--- src/rtl/pri_enc_pkg.sv ---
// Shared definitions for the priority encoder family: mode selectors and
// the grant FSM state type.
package pri_enc_pkg;

    localparam int MODE_FIXED = 0;
    localparam int MODE_RR    = 1;

    typedef enum logic {
        IDLE,
        GRANT
    } state_t;

endpackage

--- src/rtl/pri_rotate_enc.sv ---
// Combinational N-to-W priority encoder with a rotatable priority origin.
// Index `rot` has the lowest priority and `rot-1` the highest, so rot = 0 gives highest-index-wins.
module pri_rotate_enc
    import pri_enc_pkg::*;
#(
    parameter  int N = 8,
    localparam int W = $clog2(N)
) (
    input  logic [N-1:0] cand,
    input  logic [W-1:0] rot,
    output logic [W-1:0] idx,
    output logic         any
);

    always_comb begin
        int unsigned k;
        idx = '0;
        any = 1'b0;
        k   = 0;
        // Walk the rotated vector from lowest to highest priority; the last hit wins.
        for (int unsigned j = 0; j < N; j++) begin
            k = (j + 32'(rot)) % N;
            if (cand[k[W-1:0]]) begin
                idx = k[W-1:0];
                any = 1'b1;
            end
        end
    end

endmodule

--- src/rtl/priority_irq_ctrl.sv ---
// Registered N-input priority interrupt controller: edge-detected pending
// latches, writable mask, fixed or round-robin selection, and an irq/id grant held until ack.
module priority_irq_ctrl
    import pri_enc_pkg::*;
#(
    parameter  int N    = 8,
    parameter  int MODE = MODE_FIXED,
    localparam int W    = $clog2(N)
) (
    input  logic         clk,
    input  logic         rst_n,
    input  logic [N-1:0] req,
    input  logic         mask_wr,
    input  logic [N-1:0] mask_in,
    input  logic         ack,
    output logic         irq,
    output logic [W-1:0] id,
    output logic [N-1:0] pend,
    output logic [N-1:0] mask
);

    logic [N-1:0] req_q;
    logic [N-1:0] clr;
    logic [N-1:0] cand;
    logic [W-1:0] last;
    logic [W-1:0] rot;
    logic [W-1:0] sel;
    logic         sel_any;
    state_t       state;

    assign cand = pend & ~mask;
    assign rot  = (MODE == MODE_RR) ? last : '0;

    always_comb begin
        clr = '0;
        if (state == GRANT && ack) begin
            clr[id] = 1'b1;
        end
    end

    pri_rotate_enc #(
        .N(N)
    ) u_enc (
        .cand(cand),
        .rot (rot),
        .idx (sel),
        .any (sel_any)
    );

    always_ff @(posedge clk) begin
        if (!rst_n) begin
            req_q <= '0;
            pend  <= '0;
            mask  <= '0;
            irq   <= 1'b0;
            id    <= '0;
            last  <= W'(N - 1);
            state <= IDLE;
        end else begin
            req_q <= req;
            // A fresh rise re-sets a bit even while the same bit is being acked.
            pend  <= (pend & ~clr) | (req & ~req_q);
            if (mask_wr) begin
                mask <= mask_in;
            end
            case (state)
                IDLE: begin
                    if (sel_any) begin
                        id    <= sel;
                        irq   <= 1'b1;
                        state <= GRANT;
                    end
                end
                GRANT: begin
                    if (ack) begin
                        irq   <= 1'b0;
                        state <= IDLE;
                        if (MODE == MODE_RR) begin
                            last <= id;
                        end
                    end
                end
                default: state <= IDLE;
            endcase
        end
    end

endmodule

--- config.mk ---
export PLATFORM = sky130hd
export DESIGN_NAME = priority_irq_ctrl
export DESIGN_NICKNAME = d
export VERILOG_FILES = /design/src/rtl/pri_enc_pkg.sv /design/src/rtl/pri_rotate_enc.sv /design/src/rtl/priority_irq_ctrl.sv
export SDC_FILE = /design/constraint.sdc
export NUM_CORES = 1
export LEC_CHECK = 0
export CORE_ASPECT_RATIO = 0.6
export CORE_UTILIZATION = 35
export CTS_CLUSTER_SIZE = 10
export DETAILED_ROUTE_END_ITERATION = 10
export SLEW_MARGIN = 20
export SYNTH_ARGS = -nofsm -noshare
export SYNTH_HDL_FRONTEND = slang
export SYNTH_SLANG_ARGS = --single-unit
--- constraint.sdc ---
create_clock -name clk -period 1.3 [get_ports clk]
set_input_delay 0.325 -clock clk [delete_from_list [all_inputs] [get_ports clk]]
set_output_delay 0.325 -clock clk [all_outputs]
set_load 0.02 [all_outputs]
==> impl_metrics.csv, run 1 <==
group,metric,value,unit
power,totalPowerFinal,2.18,mW
sta,period_minus_slack,1.26,ns
synth,postSynthAreaPerCell,9.71,sq um
worst_setup_path,reg2reg_slack,0.05,ns
worst_hold_path,min_to,"pend[4]$_SDFF_PN0_",
synth,synth-main-ff-cell,"dfxtp_1",
synth,synth_area,0.00115,sq mm
placed_design,hpwlAfterDp,2220,um
worst_setup_path,reg2reg_depth,5,
route,drtPass1Iterations,4,
worst_setup_path,crit_fanout,4,
sta,rsz0062_at_grt,"no",
floorplan,die_w,75.9,um
route,first_iter_violations,36,
layout,area_growth,57.5,%
synth,synth_top_area_cell,"dfxtp_1",
global_routing,grt_pass1_wl,4820,um
clocking,clock_sinks,29,
worst_setup_path,worst_path_max_delay_cell,"clkdlybuf4s50_1",
worst_setup_path,cp_cell_sequence,"clkdlybuf4s50_1 -> nand2_2 -> or2_4 -> o31ai_2 -> a21oi_1",
worst_hold_path,min_path_type,"reg -> reg",
sta,finalCritPeriodShare,0.969,
clocking,clk_pin_slew,0.06,ns
clocking,clockRootBuffer,"clkbuf_8",
sta,hold_viol,0,
route,vias_per_cell,4.74,
synth,ys_ff_latch,29,
sta,final.setup.tns,0,ns
layout,fillerInstances,277,
power,p_leak,0.775,nW
layout,design_area,0.00181,sq mm
layout,utilization,0.605,
global_routing,gr-usage-met3,0.101,
route,wl_per_cell,13.3,um
worst_setup_path,r2r_start,"mask[2]$_SDFFE_PN0P_",
sta,tightest_slew,0.218,ns
worst_setup_path,r2r-end,"id[1]$_SDFFE_PN0P_",
synth,yosysSeqAreaShare,0.507,
floorplan,std_cell_rows,15,
route,ant_nets,0,
run,drv_cap,0,
global_routing,grt_use_met1,0.240,
worst_setup_path,cpPeakStageDelay,0.50,ns
worst_setup_path,arrival,1.42,ns
synth,synth_area_leaders,"dfxtp_1 51%, nand2b_1 9.3%, mux2i_1 7.9%",
route,drt-total-wl,2960,um
synth,synth_nets,138,
placed_design,gp_congestion,0.777,
worst_hold_path,min_path_cells,2,
layout,nNetsFinal,201,
synth,synth_edf_count,0,
global_routing,grt_antenna_before_repair,0,
sta,setup_viol,0,
worst_setup_path,worst-endpoint-required,1.46,ns
outcome,status,"complete, no violations",
layout,antenna-diode-count,0,
global_routing,grt_max_degree,12,
worst_hold_path,hp-start,"req_q[4]$_SDFF_PN0_",
route,drc,0,
global_routing,grt.overflow.total,0,
floorplan,fp.coreArea,0.00298,sq mm
synth,synth_cells,118,
sta,slew_viol_final,0,
synth,yosysWarnings,0,
power,p_per_area,1210,mW/mm^2
layout,final_cell_mix,"22 x dfxtp_1, 19 x clkdlybuf4s50_1, 18 x buf_4",
placed_design,placed_cell_area,0.00173,sq mm
synth,async_flop_share,0,
floorplan,die_y,46.3,um
worst_setup_path,end_kind,"flop",
sta,max_freq,0.793,GHz
clocking,cts.htree.levels,2,
placed_design,portBuffers,39,
layout,drive_above_1_share,0.278,
worst_setup_path,worstSetupPathType,"in -> reg",
worst_setup_path,worstSetupStartpointType,"primary input",
layout,layout_commonest_cell,"dfxtp_1",
clocking,clock_latency,0.28,ns
clocking,cts_buffer_depth,2,
sta,relSlewSlack,0.854,
sta,skew,0.00292,ns
route,vias,1052,
global_routing,grt-busiest-layer,"met2",
synth,synth_cell_types,29,
floorplan,start_util,0.384,
clocking,cts_buffers,5,
power,max-vdd-ir-drop,0.698,mV
global_routing,groute.usage.overall,0.196,
global_routing,grt_pass1_vias,1059,
synth,synthDominantCellAreaShare,0.507,
clocking,cts_tree,"built",
floorplan,dieArea,0.00351,sq mm
sta,whs,0.478,ns
floorplan,ios,40,
global_routing,met2_usage,0.310,
[sequential cells by signal, indices dropped and copies added (netlist names)]
signal / cells
id: 3
irq: 1
mask: 8
pend: 8
req_q: 8
state: 1
[cell usage after synthesis (2+ instances only)]
library cell,n
a21oi_1,8
o21ai_0,5
mux2i_1,9
o31ai_1,2
dfxtp_1,29
and2_1,9
nand2b_1,17
nand2_1,4
o21ai_1,4
a31oi_1,2
nor2b_1,2
clkbuf_1,3
nor2_1,8
[routing by layer]
layer / vias up / part of all wire
met4: 0 / 0
met1: 488 / 0.49
met5: - / 0
met2: 33 / 0.43
met3: 0 / 0.072
li1: 531 / -
[report_power, final]
| part | switching, mW | total, mW | internal (mW) | leakage (nW) |
|---|---|---|---|---|
| combinational | 0.247 | 0.516 | 0.269 | 0.492 |
| sequential | 0.0442 | 1.01 | 0.963 | 0.243 |
| clock | 0.308 | 0.659 | 0.350 | 0.0399 |
| total | 0.600 | 2.18 | 1.58 | 0.775 |
[area by class of cell]
cell class | count | area [sq um] | area share
clock buffer | 5 | 68.8 | 0.0381
clock inverter | 1 | 5.00 | 0.00277
inverter | 2 | 7.51 | 0.00416
multi-input combinational | 84 | 559 | 0.310
sequential | 29 | 589 | 0.326
tap | 42 | 52.6 | 0.0291
timing repair buffer | 59 | 523 | 0.290
[critical path: cells and delay by family]
family          cells  cell delay [ns]
compound gates      2             0.27
simple gates        2             0.33
buf+inv             1             0.50
[cell families after synthesis]
kind of cell | Yosys count | share of synthesized area
flip-flops | 29 | 0.507
buffers and inverters | 5 | 0.0164
AO/OA/AOI/OAI | 28 | 0.150
AND/OR/NAND/NOR | 47 | 0.249
multiplexers | 9 | 0.0786
[per-stage QoR]
step	setup slack [ns]	std cells
finish	0.0397	222
global route	0.00140	222
CTS	0.000417	221
detailed placement	-0.281	215
global placement	-0.242	215
floorplan	0.0254	118
[worst max-delay path by stage]
| stage | end | slack (ns) | from | cells past startpoint |
|---|---|---|---|---|
| floorplan | id[0]$_SDFFE_PN0P_ | 0.03 | pend[2]$_SDFF_PN0_ | 4 |
| detailed placement | pend[0]$_SDFF_PN0_ | -0.28 | ack | 5 |
| global placement | pend[0]$_SDFF_PN0_ | -0.24 | ack | 5 |
| global route | pend[3] | 0.001 | pend[3]$_SDFF_PN0_ | 1 |
| CTS | mask[7] | 0.0004 | mask[7]$_SDFFE_PN0P_ | 1 |
| finish | pend[0]$_SDFF_PN0_ | 0.04 | ack | 5 |
[timing repair]
| action | 4_1_cts | 5_1_grt |
|---|---|---|
| hold buffers | 0 | 0 |
| pin swaps | 0 | 3 |
| buffers inserted | 0 | 1 |
| cloned | 0 | 0 |
| gates resized for setup | 31 | 28 |
| endpoints found under the setup margin | 21 | 20 |
Power figures use the tool's default switching activity.
==> inputs of run 2 (changes only) <==
- DONT_BUFFER_PORTS: not set -> 1
==> impl_metrics.csv, run 2 (synthesis results as in run 1) <==
group,metric,value,unit
floorplan,std_cell_rows,15,
sta,relSlewSlack,0.832,
floorplan,fp.coreArea,0.00298,sq mm
route,vias,915,
floorplan,dieArea,0.00351,sq mm
route,ant_nets,0,
sta,final.setup.tns,0,ns
worst_setup_path,critPathTopFamily,"flip-flops",
layout,final_cell_mix,"28 x dfxtp_1, 20 x buf_4, 17 x nand2b_1",
clocking,cts.htree.levels,2,
placed_design,gp_congestion,0.748,
route,drt-total-wl,2590,um
global_routing,grt_max_degree,16,
route,drc,0,
worst_setup_path,worst-endpoint-required,0.98,ns
global_routing,grt_pass1_wl,4000,um
clocking,clockRootBuffer,"clkbuf_8",
clocking,ctsHoldBuffers,0,
layout,drive_above_1_share,0.231,
layout,reg.largest.list,"mask (8), pend (8), req_q (8)",
layout,area_growth,23.8,%
power,max-vdd-ir-drop,0.622,mV
worst_setup_path,critPathBufInv,1,
worst_setup_path,worst_path_max_delay_cell,"dfxtp_1",
floorplan,ios,40,
power,p_leak,0.602,nW
sta,tightest_slew,0.251,ns
clocking,cts_resized,0,
global_routing,grt_antenna_before_repair,0,
power,p_per_area,1450,mW/mm^2
clocking,clock_latency,0.28,ns
route,wl_per_cell,14.0,um
clocking,cts_tree,"built",
floorplan,die_w,75.9,um
sta,slew_viol_final,0,
sta,hold_viol,0,
global_routing,groute.usage.overall,0.164,
route,vias_per_cell,4.95,
layout,antenna-diode-count,0,
outcome,status,"complete, no violations",
layout,utilization,0.475,
layout,final_cell_count_no_fill,185,
worst_setup_path,cp_cell_sequence,"buf_4",
global_routing,grt_pass1_vias,875,
clocking,cts_buffer_depth,2,
sta,rsz0062_at_grt,"no",
worst_setup_path,worstSetupPathType,"reg -> out",
worst_setup_path,crit_fanout,7,
clocking,clk_pin_slew,0.06,ns
global_routing,grt.overflow.total,0,
layout,layout_commonest_cell,"dfxtp_1",
worst_setup_path,end_kind,"primary output",
floorplan,die_y,46.3,um
route,first_iter_violations,44,
placed_design,dp_cells,177,
floorplan,start_util,0.384,
sta,skew,0.00449,ns
worst_setup_path,worstSetupStartpointType,"flop",
route,drtPass1Iterations,4,
worst_setup_path,cpPeakStageDelay,0.46,ns
clocking,postCtsSetupRepairBufs,0,
layout,nNetsFinal,162,
clocking,cts_buffers,5,
worst_hold_path,min_path_type,"in -> reg",
sta,max_freq,0.801,GHz
sta,finalCritPeriodShare,0.961,
sta,setup_viol,0,
worst_setup_path,arrival,0.92,ns
run,drv_cap,0,
placed_design,hpwlAfterDp,2000,um
placed_design,portBuffers,0,
sta,period_minus_slack,1.25,ns
clocking,clock_sinks,29,
sta,whs,0.170,ns
==> run 2: changes by cell type in the layout (fill, tap and decap cells not counted), moves of 2 or more <==
| cell | previous run | this run |
|---|---|---|
| buf_4 | 18 | 20 |
| clkbuf_1 | 0 | 3 |
| clkbuf_2 | 6 | 0 |
| clkdlybuf4s15_1 | 10 | 0 |
| clkdlybuf4s15_2 | 2 | 0 |
| clkdlybuf4s50_1 | 19 | 0 |
| dfxtp_1 | 22 | 28 |
| dfxtp_2 | 7 | 1 |
==> run 2: metrics by stage <==
stage	setup WS, ns	area (sq um)	power, mW
2_1_floorplan	0.0254	1150	1.26
4_1_cts	0.0604	1420	2.08
5_1_grt	0.0159	1420	2.16
3_3_place_gp	0.144	1340	1.38
3_5_place_dp	0.0763	1340	1.38
6_report	0.0513	1420	2.06
==> run 2: final timing paths <==
path	cells after the start	endpoint	startpoint	slack (ns)
setup / recovery	1	id[2]	id[2]$_SDFFE_PN0P_	0.05
hold / removal	1	req_q[6]$_SDFF_PN0_	req[6]	0.17
setup reg to reg	4	id[1]$_SDFFE_PN0P_	pend[2]$_SDFF_PN0_	0.09
hold reg to reg	2	pend[3]$_SDFF_PN0_	req_q[3]$_SDFF_PN0_	0.48
==> run 2: worst register-to-register path: cells and delay by family (launching register included) <==
kind             cells  cell delay [ns]
AO/OA/AOI/OAI        1             0.22
AND/OR/NAND/NOR      2             0.39
flip-flops           1             0.34
multiplexers         1             0.20
==> run 2: cell type report <==
type / count / area, sq um
inverters: 2 / 7.51
flip-flops and latches: 29 / 582
fillers: 288 / 1570
well taps: 42 / 52.6
repair buffers: 20 / 150
multi-input cells: 84 / 547
clock buffers: 8 / 80.1
==> run 2: routing by layer <==
layer / share of wire / global-route usage / vias to the layer above / wire, um
met5: 0 / 0 / - / 0
met4: 0.0093 / 0.0556 / 0 / 24
met2: 0.40 / 0.239 / 32 / 1040
met3: 0.098 / 0.0919 / 5 / 253
li1: - / - / 454 / -
met1: 0.49 / 0.204 / 424 / 1260
==> run 2: power breakdown <==
part | switching (mW) | internal, mW | total [mW] | leakage, nW
clock network | 0.316 | 0.379 | 0.695 | 0.0395
logic | 0.181 | 0.163 | 0.345 | 0.321
registers | 0.0591 | 0.959 | 1.02 | 0.241
==> inputs of run 3 (changes only) <==
- GPL_ROUTABILITY_DRIVEN: not set -> 0
==> results of run 3 <==
The final DEF is identical to that of run 2; final timing and power are the same.
